[config.mk]
export PLATFORM = sky130hd
export DESIGN_NAME = fetch_unit
export DESIGN_NICKNAME = d
export VERILOG_FILES = /design/src/rtl/fetch_unit.sv
export SDC_FILE = /design/constraint.sdc
export NUM_CORES = 1
export LEC_CHECK = 0
export ABC_AREA = 1
export BUFFER_PORTS_ARGS = -buffer_cell sky130_fd_sc_hd__buf_4
export CELL_PAD_IN_SITES_DETAIL_PLACEMENT = 0
export CELL_PAD_IN_SITES_GLOBAL_PLACEMENT = 1
export CORE_ASPECT_RATIO = 1.2
export CORE_MARGIN = 1.5
export CORE_UTILIZATION = 42
export DETAILED_ROUTE_END_ITERATION = 10
export GPL_TIMING_DRIVEN = 1
export HOLD_SLACK_MARGIN = 0.08
export PLACE_DENSITY = 0.89
export SLEW_MARGIN = 0
export SYNTH_ARGS = -nofsm -noshare
export SYNTH_HDL_FRONTEND = slang
export SYNTH_SLANG_ARGS = --single-unit
[constraint.sdc]
create_clock -name clk -period 5.1 [get_ports clk]
set_input_delay 0.51 -clock clk [delete_from_list [all_inputs] [get_ports clk]]
set_output_delay 0.51 -clock clk [all_outputs]
set_load 0.03 [all_outputs]
[src/rtl/fetch_unit.sv]
// fetch_unit: owns the PC, issues in-order imem word requests and buffers {pc,instr} for decode
module fetch_unit #(
  parameter logic [31:0] RESET_PC = 32'h0000_0000,
  parameter int FIFO_DEPTH = 2
) (
  input  logic        clk,
  input  logic        rst_n,
  output logic        imem_req_valid,
  input  logic        imem_req_ready,
  output logic [31:0] imem_req_addr,
  input  logic        imem_rsp_valid,
  input  logic [31:0] imem_rsp_data,
  input  logic        redirect_valid,
  input  logic [31:0] redirect_pc,
  output logic        id_valid,
  input  logic        id_ready,
  output logic [31:0] id_instr,
  output logic [31:0] id_pc
);
  localparam int CW = $clog2(FIFO_DEPTH + 1);
  localparam int PW = FIFO_DEPTH > 1 ? $clog2(FIFO_DEPTH) : 1;
  localparam logic [31:0] NOP = 32'h0000_0013;
  logic [31:0] pc, resp_pc, target;
  logic [CW-1:0] outstanding, drop, count;
  logic [CW:0] in_use;
  logic [PW-1:0] head, tail;
  logic [31:0] fifo_pc [FIFO_DEPTH];
  logic [31:0] fifo_instr [FIFO_DEPTH];
  logic req_fire, rsp_fire, push, pop;
  function automatic logic [PW-1:0] wrap_inc(input logic [PW-1:0] p);
    return (p == PW'(FIFO_DEPTH - 1)) ? '0 : p + PW'(1);
  endfunction
  always_comb begin
    in_use = {1'b0, count} + {1'b0, outstanding};
    imem_req_valid = rst_n && !redirect_valid && (in_use < (CW + 1)'(FIFO_DEPTH));
    imem_req_addr = pc;
    req_fire = imem_req_valid && imem_req_ready;
    rsp_fire = imem_rsp_valid && outstanding != '0;
    push = rsp_fire && drop == '0 && !redirect_valid;
    id_valid = count != '0;
    pop = id_valid && id_ready;
    id_pc = id_valid ? fifo_pc[head] : 32'h0;
    id_instr = id_valid ? fifo_instr[head] : NOP;
    target = redirect_pc & ~32'h3;
  end
  always_ff @(posedge clk) begin
    if (!rst_n) begin
      pc <= RESET_PC;
      resp_pc <= RESET_PC;
      outstanding <= '0;
      drop <= '0;
      count <= '0;
      head <= '0;
      tail <= '0;
    end else if (redirect_valid) begin
      pc <= target;
      resp_pc <= target;
      outstanding <= outstanding - CW'(rsp_fire);
      drop <= outstanding - CW'(rsp_fire);
      count <= '0;
      head <= '0;
      tail <= '0;
    end else begin
      if (req_fire) pc <= pc + 32'd4;
      outstanding <= outstanding + CW'(req_fire) - CW'(rsp_fire);
      if (rsp_fire && drop != '0) drop <= drop - CW'(1);
      if (push) resp_pc <= resp_pc + 32'd4;
      if (push) tail <= wrap_inc(tail);
      if (pop) head <= wrap_inc(head);
      count <= count + CW'(push) - CW'(pop);
    end
  end
  always_ff @(posedge clk) begin
    if (push) begin
      fifo_pc[tail] <= resp_pc;
      fifo_instr[tail] <= imem_rsp_data;
    end
  end
  always_ff @(posedge clk) begin
    if (rst_n) assert (!(imem_rsp_valid && outstanding == '0)) else $warning("fetch_unit: response with no outstanding request ignored");
  end
endmodule

# After elaboration in Yosys (flattened, before gate mapping)
# Memory sizes are Yosys's and may differ from the RTL's. A register that Yosys moved wholly into a read port is not among the register bits.
# Cells that the tools add are included.
# totals
ff_bits	72
mem_bits_rw	128
in_bits	70
out_inout_bits	98
wordCells	58
mem_count	2
# memory_table
memory	depth	width	rd	rd_clocked_by_memory_dff	write_ports	line_no	text
fifo_instr	2	32	1	1	1	28	logic [31:0] fifo_instr [FIFO_DEPTH];
fifo_pc	2	32	1	1	1	27	logic [31:0] fifo_pc [FIFO_DEPTH];
# classes
n_addsub	11
order_cmp	1
muxes	17
bitwise_logic	1
reduce_logical	17
# ops
op	count
32-bit 2-to-1 mux	6
32-bit by 3-bit adder with 32-bit output (second input constant)	2
2-bit nonzero test	6
1-bit logical AND	8
1-bit 2-to-1 mux	8
2-bit 2-to-1 mux	3
2-bit by 1-bit subtractor with 2-bit output	3
2-bit by 1-bit adder with 2-bit output	2
2-bit by 2-bit adder with 3-bit output	1
3-bit by 2-bit less-than comparator with 1-bit output (second input constant)	1
1-bit adder (second input constant)	2
2-bit logical NOT	1
2-bit OR reduction	1
2-bit by 1-bit subtractor with 2-bit output (second input constant)	1
1-bit logical NOT	1
1-bit inverter	1

# Longest topological paths before layout
# Gate-level depths: netlist of the first run.
# logic_depth
ltp_word	7
mapped_depth	13

# Worst setup path before layout of the first run
# OpenSTA, ideal clock, no wires.
# synth_timing
path_type	input port to flip-flop
start	input redirect_valid
end	memory fifo_instr[0][0], enable pin
arrival_ps	3473
path_slack_ps	1143
cell_stages	4
cell_sequence	buf_4 inv_2 nand2_2 nor2_1
# synth_via
elab_chain_len	4
# synth_lines
item	line_no	text
start, declared	13	input logic redirect_valid,
1-bit logical NOT	39	push = rsp_fire && drop == '0 && !redirect_valid;
1-bit logical AND	39	
1-bit 2-to-1 mux	74	if (push) begin
1-bit 2-to-1 mux (implied by the code)	76	fifo_instr[tail] <= imem_rsp_data;
end, declared	28	
# Every way passes these cells.

==> report_table.html, run 1 <==
<table>
<tr><th>Metric</th><th>Value</th></tr>
<tr><th colspan="2">Layout</th></tr>
<tr><td>FILL cells</td><td>2071</td></tr>
<tr><td>Final cell utilization of the core</td><td>51.9%</td></tr>
<tr><td>Fraction of layout instances using a drive strength above 1</td><td>18.2%</td></tr>
<tr><td>Commonest cells after routing, fill and taps aside</td><td>nand2_1 (362), buf_4 (165), edfxtp_1 (124)</td></tr>
<tr><td>Layout-stage area growth over the synthesis result</td><td>21.4%</td></tr>
<tr><td>Antenna fix cells</td><td>0</td></tr>
<tr><td>Reg area</td><td>0.00511 mm2</td></tr>
<tr><td>Area occupied by multi-input gates</td><td>0.00353 mm2</td></tr>
<tr><td>Non-filler cells, final</td><td>1549</td></tr>
<tr><td>Post-layout net count</td><td>1342</td></tr>
<tr><td>Leading cell type in the layout, fill and taps excluded</td><td>nand2_1</td></tr>
<tr><td>Post-route cell area</td><td>0.0113 mm2</td></tr>
<tr><th colspan="2">Setup path</th></tr>
<tr><td>Required time at the worst-slack endpoint</td><td>4.59 ns</td></tr>
<tr><td>Crit path launch type</td><td>flip-flop</td></tr>
<tr><td>Largest fanout on the critical path</td><td>63</td></tr>
<tr><td>Register-to-Register Path Depth</td><td>12</td></tr>
<tr><td>Type of the setup path with the least slack</td><td>reg2out</td></tr>
<tr><td>Beginning of the worst register-to-register path</td><td>count[0]</td></tr>
<tr><td>WP data arrival</td><td>between 2 and 3 ns</td></tr>
<tr><td>Type of element capturing the critical path</td><td>output pin</td></tr>
<tr><td>Timing endpoint of the critical path</td><td>id_pc[25]</td></tr>
<tr><td>End of the worst register-to-register path</td><td>outstanding[1]</td></tr>
<tr><td>R2R setup slack</td><td>approximately 2.4 ns</td></tr>
<tr><th colspan="2">Timing</th></tr>
<tr><td>Final Skew</td><td>approximately 0.015 ns</td></tr>
<tr><td>Maximum clock frequency</td><td>331 MHz</td></tr>
<tr><td>Sum of negative setup slack</td><td>0 ns</td></tr>
<tr><td>Unrepaired setup endpoints after global routing</td><td>no</td></tr>
<tr><td>Crit path time final</td><td>3.02 ns</td></tr>
<tr><td>Count of final setup violators</td><td>0</td></tr>
<tr><td>Slew at the pin closest to its max-slew limit</td><td>roughly 1.1 ns</td></tr>
<tr><td>Number of hold violations in the final report</td><td>0</td></tr>
<tr><td>PnR worst setup slack</td><td>2.08 ns</td></tr>
<tr><td>Share of the clock period used by the worst path</td><td>59.3%</td></tr>
<tr><td>Slew headroom</td><td>between 20 and 30%</td></tr>
<tr><td>Count of pins over their slew limit</td><td>0</td></tr>
<tr><th colspan="2">Clock network</th></tr>
<tr><td>Clock network latency to the later pin of the worst-skew pair</td><td>0.44 ns</td></tr>
<tr><td>Gates resized, CTS repair</td><td>0</td></tr>
<tr><td>CTS tree</td><td>done</td></tr>
<tr><td>Number of buffers created by CTS</td><td>17</td></tr>
<tr><td>Deepest clock path buffer count</td><td>2</td></tr>
<tr><td>Sinks on the clock net</td><td>a little under 200</td></tr>
<tr><td>Total number of H-tree levels</td><td>4</td></tr>
<tr><td>Total setup buffers inserted after CTS</td><td>0</td></tr>
<tr><td>Post-cts hold buffer count</td><td>0</td></tr>
<tr><td>Clock transition at the registers of the reported paths</td><td>roughly 0.080 ns</td></tr>
<tr><td>Clock root buffer</td><td>clkbuf_16</td></tr>
<tr><th colspan="2">Yosys</th></tr>
<tr><td>Number of warnings printed during yosys synthesis</td><td>0</td></tr>
<tr><td>Async S/R FF share, synth</td><td>0%</td></tr>
<tr><td>Netlist area before placement</td><td>0.00927 mm2</td></tr>
<tr><td>Cell variety after synth</td><td>37</td></tr>
<tr><td>Area contributors post-synth</td><td>edfxtp_1 (40%), dfxtp_1 (15%), nand2_1 (15%)</td></tr>
<tr><td>Number of flops mapped to enable cells by yosys</td><td>124</td></tr>
<tr><td>Sequential share of the synthesized area</td><td>55.1%</td></tr>
<tr><td>Synth Register Bits</td><td>193</td></tr>
<tr><td>Number of cells produced by synthesis</td><td>1118</td></tr>
<tr><td>Cell taking the most area after synthesis</td><td>edfxtp_1</td></tr>
<tr><td>Flip-flop cell with the highest count after synthesis</td><td>edfxtp_1</td></tr>
<tr><td>Share of Yosys cell area claimed by the top area cell type</td><td>40.2%</td></tr>
<tr><td>Synth Area per Inst</td><td>8.29 um2</td></tr>
<tr><th colspan="2">Pwr</th></tr>
<tr><td>IR drop worst, VDD</td><td>215 uV</td></tr>
<tr><td>Power density cells</td><td>311 mW/mm2</td></tr>
<tr><td>Leak</td><td>0.00456 uW</td></tr>
<tr><th colspan="2">Global route</th></tr>
<tr><td>Pin count of the biggest net entering global routing</td><td>64</td></tr>
<tr><td>Total grt overflow</td><td>0</td></tr>
<tr><td>Global-route wire length before repair</td><td>38800 um</td></tr>
<tr><td>Vias in the first global route</td><td>7506</td></tr>
<tr><td>Overall track demand over capacity in global routing</td><td>21.2%</td></tr>
<tr><td>Initial antenna violation count</td><td>0</td></tr>
<tr><th colspan="2">Die</th></tr>
<tr><td>Number of placement rows</td><td>59</td></tr>
<tr><td>Core Area</td><td>around 0.022 mm2</td></tr>
<tr><td>DIE AREA</td><td>0.0230 mm2</td></tr>
<tr><td>Width of the die</td><td>139 um</td></tr>
<tr><td>Effective utilization at floorplan</td><td>between 40% and 50%</td></tr>
<tr><td>Vertical extent of the die</td><td>166 um</td></tr>
<tr><td>Number of primary I/O pins</td><td>roughly 170</td></tr>
<tr><th colspan="2">Place</th></tr>
<tr><td>Worst setup slack after placement</td><td>approximately 1.8 ns</td></tr>
<tr><td>Number of instances in the placed design</td><td>1518</td></tr>
<tr><td>Total cell area at the placement stage</td><td>approximately 0.011 mm2</td></tr>
<tr><td>RePlAce Congestion</td><td>0.884</td></tr>
<tr><td>Final HPWL from detailed placement</td><td>~17000 um</td></tr>
<tr><td>Number of I/O port buffers</td><td>161</td></tr>
<tr><th colspan="2">Routing</th></tr>
<tr><td>Number of violations reported at the end of detailed-routing iteration 0</td><td>522</td></tr>
<tr><td>Routed wire length</td><td>24100 um</td></tr>
<tr><td>DR DRC count</td><td>0</td></tr>
<tr><td>Post-DRT Antenna Nets</td><td>0</td></tr>
<tr><td>Detailed-route wire length per cell</td><td>15.6 um</td></tr>
<tr><td>Routed via count divided by cell count</td><td>roughly 5.1</td></tr>
<tr><td>Overall via count from detail_route</td><td>between 7000 and 8000</td></tr>
<tr><td>TritonRoute pass-1 iters</td><td>5</td></tr>
<tr><th colspan="2">Run</th></tr>
<tr><td>Number of maximum-capacitance constraint violations</td><td>0</td></tr>
<tr><th colspan="2">Worst hold path</th></tr>
<tr><td>HP Class</td><td>in2reg</td></tr>
<tr><th colspan="2">Run status</th></tr>
<tr><td>Result of the run</td><td>finished, final reports clean</td></tr>
</table>
[critical path, stage by stage, from the launching register on]
cell     delay [ns]
dfxtp_2        0.31
buf_4          0.32
inv_2          0.86
nand2_1        0.10
a21oi_1        0.24
buf_4          0.20
[cell families after synthesis]
| logic type | Yosys count | share of synthesized area [%] |
|---|---|---|
| fa+ha+maj | 9 | 1.30 |
| buf+inv | 163 | 7.21 |
| simple gates | 545 | 24.3 |
| other cells | 1 | 0.0404 |
| xor+xnor | 14 | 1.32 |
| flops | 193 | 55.1 |
| compound gates | 193 | 10.8 |
[registers in the layout, summed over array words and instances, names as in the netlist, named ones only]
signal / cells
count: 2
fifo_pc: 60
fifo_instr: 64
imem_req_addr: 30
resp_pc: 30
head: 1
tail: 1
outstanding: 2
drop: 2
[metal layers]
layer  part of all wire [%]  GRT usage, %  vias up  wire length, um
met5                      0             0        -                0
met4                    1.6          6.02        0              383
met3                    5.9          4.24       22             1420
met2                     49          35.5      238            11700
met1                     44          28.1     3637            10600
li1                       -             -     3941                -
[cells in the mapped netlist, drive strengths merged (3+ instances only)]
cell type and n:
nand3 60, nand4 7, nor3 3, xnor2 3, a31oi 10, inv 120, clkbuf 24, ha 8
buf 18, dfxtp 69, xor2 11, edfxtp 124, nor2 102, nand2 367, o21ai 54, o211ai 3
a21oi 122, or2 3
[report_power, final]
group	total (uW)	leakage (uW)	internal, uW	switching (uW)
clock network	1310	0.000286	659	653
registers	1790	0.00170	1730	61.7
logic	394	0.00258	140	254
[metrics by stage]
stage / power, uW / hold slack, ns
4_1_cts: 3520 / 0.240
2_1_floorplan: 2070 / 0.426
5_1_grt: 3640 / 0.229
6_report: 3500 / 0.254
3_3_place_gp: 2210 / 0.434
3_5_place_dp: 2220 / 0.441
[cell type report]
class | count | share of cell area [%]
tap | 274 | 3.05
clock buffer | 17 | 3.78
clock inverter | 14 | 1.38
inverter | 121 | 4.05
multi-input combinational | 765 | 31.4
sequential | 193 | 45.4
timing repair buffer | 165 | 11.0
[worst min-delay path by stage]
stage | start | end | slack [ns] | cells after the start
6_report | imem_rsp_data[2] | fifo_instr[1][2] | 0.25 | 1
4_1_cts | imem_rsp_data[2] | fifo_instr[1][2] | 0.24 | 1
3_3_place_gp | head | flip-flop | 0.43 | 1
5_1_grt | imem_rsp_data[1] | fifo_instr[1][1] | 0.23 | 1
3_5_place_dp | head | flip-flop | 0.44 | 1
2_1_floorplan | head | flip-flop | 0.43 | 1
Note: power is estimated with default switching activity, not from simulation.
==> inputs of run 2 (changes only) <==
Settings changed: CORE_UTILIZATION 42 to 38, PLACE_DENSITY 0.89 to 0.85.
Clock period 5.1 ns to 2.6 ns, I/O delays scaled along.
==> report_table.html, run 2 (synthesis gave the netlist of run 1 again) <==
<table>
<tr><th>Metric</th><th>Value</th></tr>
<tr><th colspan="2">Setup path</th></tr>
<tr><td>WP data arrival</td><td>2.71 ns (+0.20 ns)</td></tr>
<tr><td>Largest fanout on the critical path</td><td>3 (-95%)</td></tr>
<tr><td>Crit path launch type</td><td>flip-flop</td></tr>
<tr><td>Type of the setup path with the least slack</td><td>reg2reg</td></tr>
<tr><td>Required time at the worst-slack endpoint</td><td>2.89 ns (-1.70 ns)</td></tr>
<tr><td>Type of element capturing the critical path</td><td>flip-flop</td></tr>
<tr><th colspan="2">Layout</th></tr>
<tr><td>Layout-stage area growth over the synthesis result</td><td>26.8%</td></tr>
<tr><td>Flip-flop count of the largest register after layout</td><td>64 (unchanged)</td></tr>
<tr><td>Leading cell type in the layout, fill and taps excluded</td><td>nand2_1</td></tr>
<tr><td>Top register by number of flip-flops</td><td>fifo_instr</td></tr>
<tr><td>Fraction of layout instances using a drive strength above 1</td><td>18.5% (+0.35 points)</td></tr>
<tr><td>Commonest cells after routing, fill and taps aside</td><td>nand2_1 (362), buf_4 (174), edfxtp_1 (124)</td></tr>
<tr><td>Post-layout net count</td><td>1387 (+3.4%)</td></tr>
<tr><td>Registers with the highest flip-flop counts</td><td>fifo_instr x64, fifo_pc x60</td></tr>
<tr><td>Non-filler cells, final</td><td>1641 (+5.9%)</td></tr>
<tr><td>Antenna fix cells</td><td>0 (unchanged)</td></tr>
<tr><th colspan="2">Routing</th></tr>
<tr><td>DR DRC count</td><td>0 (unchanged)</td></tr>
<tr><td>Detailed-route wire length per cell</td><td>15.0 um (-3.5%)</td></tr>
<tr><td>Overall via count from detail_route</td><td>7921 (+1.1%)</td></tr>
<tr><td>Routed wire length</td><td>24700 um (+2.3%)</td></tr>
<tr><td>Number of violations reported at the end of detailed-routing iteration 0</td><td>355 (-32%)</td></tr>
<tr><td>Routed via count divided by cell count</td><td>4.83 (-4.6%)</td></tr>
<tr><td>Post-DRT Antenna Nets</td><td>0 (unchanged)</td></tr>
<tr><td>TritonRoute pass-1 iters</td><td>5 (unchanged)</td></tr>
<tr><th colspan="2">Die</th></tr>
<tr><td>DIE AREA</td><td>0.0254 mm2 (+10%)</td></tr>
<tr><td>Number of primary I/O pins</td><td>168 (unchanged)</td></tr>
<tr><td>Effective utilization at floorplan</td><td>38.7% (-4.0 points)</td></tr>
<tr><td>Width of the die</td><td>146 um (+5.0%)</td></tr>
<tr><td>Number of placement rows</td><td>62 (+5.1%)</td></tr>
<tr><td>Core Area</td><td>0.0240 mm2 (+10%)</td></tr>
<tr><td>Vertical extent of the die</td><td>174 um (+5.0%)</td></tr>
<tr><th colspan="2">Pwr</th></tr>
<tr><td>Combinational Power Share</td><td>12.2% (+0.9 points)</td></tr>
<tr><td>Share of total power in sequential cells</td><td>51.0% (-0.2 points)</td></tr>
<tr><td>Leak</td><td>0.00476 uW (+4.3%)</td></tr>
<tr><td>Internal power</td><td>4990 uW (+97%)</td></tr>
<tr><td>Switch Pwr</td><td>1890 uW (+95%)</td></tr>
<tr><td>Power density cells</td><td>585 mW/mm2 (+88%)</td></tr>
<tr><td>Switching power as a share of total power</td><td>27.4% (-0.29 points)</td></tr>
<tr><td>IR drop worst, VDD</td><td>436 uV (+100%)</td></tr>
<tr><td>Power share of the clock group</td><td>36.8% (-0.7 points)</td></tr>
<tr><th colspan="2">Timing</th></tr>
<tr><td>Final Skew</td><td>0.0111 ns (-0.00351 ns)</td></tr>
<tr><td>Unrepaired setup endpoints after global routing</td><td>no</td></tr>
<tr><td>Slew at the pin closest to its max-slew limit</td><td>0.689 ns (-0.388 ns)</td></tr>
<tr><td>Number of hold violations in the final report</td><td>0 (unchanged)</td></tr>
<tr><td>Count of pins over their slew limit</td><td>0 (unchanged)</td></tr>
<tr><td>Slew headroom</td><td>54.1% (+26 points)</td></tr>
<tr><td>Maximum clock frequency</td><td>414 MHz</td></tr>
<tr><td>Count of final setup violators</td><td>0 (unchanged)</td></tr>
<tr><td>Crit path time final</td><td>2.41 ns</td></tr>
<tr><td>Share of the clock period used by the worst path</td><td>92.9%</td></tr>
<tr><td>Sum of negative setup slack</td><td>0 ns (unchanged)</td></tr>
<tr><th colspan="2">Clock network</th></tr>
<tr><td>Deepest clock path buffer count</td><td>2 (unchanged)</td></tr>
<tr><td>Clock transition at the registers of the reported paths</td><td>0.08 ns (about the same)</td></tr>
<tr><td>Clock network latency to the later pin of the worst-skew pair</td><td>0.43 ns (about the same)</td></tr>
<tr><td>Total number of H-tree levels</td><td>4 (unchanged)</td></tr>
<tr><td>Sinks on the clock net</td><td>193 (unchanged)</td></tr>
<tr><td>Number of buffers created by CTS</td><td>17 (unchanged)</td></tr>
<tr><td>Clock root buffer</td><td>clkbuf_16</td></tr>
<tr><td>CTS tree</td><td>done</td></tr>
<tr><th colspan="2">Global route</th></tr>
<tr><td>Met3 layer usage reported by global route</td><td>3.54% (-0.70 points)</td></tr>
<tr><td>Met1 GRT Util</td><td>25.4% (-2.7 points)</td></tr>
<tr><td>Total grt overflow</td><td>0 (unchanged)</td></tr>
<tr><td>Vias in the first global route</td><td>7621 (+1.5%)</td></tr>
<tr><td>Most Crowded Layer GR</td><td>met2</td></tr>
<tr><td>Initial antenna violation count</td><td>0 (unchanged)</td></tr>
<tr><td>Global-route wire length before repair</td><td>39700 um (+2.3%)</td></tr>
<tr><td>Pin count of the biggest net entering global routing</td><td>63 (-1.6%)</td></tr>
<tr><td>Met2 track utilization from global routing</td><td>34.3% (-1.2 points)</td></tr>
<tr><td>Overall track demand over capacity in global routing</td><td>19.8% (-1.5 points)</td></tr>
<tr><th colspan="2">Run status</th></tr>
<tr><td>Result of the run</td><td>finished, final reports clean</td></tr>
<tr><th colspan="2">Run</th></tr>
<tr><td>Number of maximum-capacitance constraint violations</td><td>0 (unchanged)</td></tr>
<tr><th colspan="2">Place</th></tr>
<tr><td>Number of I/O port buffers</td><td>161 (unchanged)</td></tr>
<tr><td>RePlAce Congestion</td><td>0.859 (-2.9%)</td></tr>
<tr><td>Final HPWL from detailed placement</td><td>17100 um (+3.0%)</td></tr>
<tr><td>Number of instances in the placed design</td><td>1575 (+3.8%)</td></tr>
<tr><th colspan="2">Worst hold path</th></tr>
<tr><td>HP Class</td><td>in2reg</td></tr>
</table>
-- run 2: critical path: stages (launching register included) --
cell and delay (ns):
dfxtp_1 0.41, nand2_1 0.08, inv_1 0.06, fa_1 0.44, nor2_2 0.16, nand3_2 0.10
ha_1 0.28, inv_1 0.04, ha_1 0.18, xor2_1 0.15, or2_2 0.27, nand3_1 0.07
a21oi_1 0.06
-- run 2: path summary, 6_finish.rpt --
kind	start	to	slack, ns	cells past startpoint
max	count[0]	outstanding[1]	0.19	12
min	redirect_pc[29]	resp_pc[29]	0.10	3
max reg2reg	count[0]	outstanding[1]	0.19	12
min reg2reg	head	flip-flop	0.45	1
-- run 2: cell type report --
class | count | area, um2
Fill cell | 2278 | 12200
Sequential cell | 193 | 5110
Multi-Input combinational cell | 765 | 3540
Timing Repair Buffer | 210 | 1690
Inverter | 121 | 455
Clock buffer | 18 | 429
Tap cell | 320 | 400
Clock inverter | 14 | 139
-- run 2: through the flow --
| step | worst slack (ns) | cell area (um2) | total power [uW] | utilization (%) | hold slack [ns] |
|---|---|---|---|---|---|
| 6_report | 0.185 | 11800 | 6880 | 49.0 | 0.102 |
| 2_1_floorplan | 0.202 | 9300 | 4050 | - | 0.359 |
| 4_1_cts | 0.164 | 11800 | 6930 | 49.0 | 0.0822 |
| 3_5_place_dp | 0.180 | 10800 | 4370 | 45.2 | 0.438 |
| 5_1_grt | 0.0134 | 11800 | 7140 | 49.0 | 0.125 |
| 3_3_place_gp | 0.232 | 10800 | 4350 | 45.2 | 0.432 |
-- run 2: timing repair --
action | 4_1_cts | 5_1_grt
hold buffers | 34 | 0
setup buffers | 0 | 0
endpoints found under the hold margin | 66 | 0
gates resized for setup | 0 | 2
setup endpoints to repair | 0 | 1
-- run 2: power groups by stage --
stage | sequential, uW | combinational [uW] | clock (uW)
3_3_place_gp | 3570 | 779 | 0
6_report | 3510 | 838 | 2530
5_1_grt | 3530 | 927 | 2690
4_1_cts | 3510 | 840 | 2580
2_1_floorplan | 3600 | 452 | 0
3_5_place_dp | 3580 | 795 | 0
-- run 2: per-layer routing --
layer	wire length (um)	vias up
met3	1270	19
met5	0	-
met2	12300	223
li1	-	4029
met1	10800	3650
met4	303	0
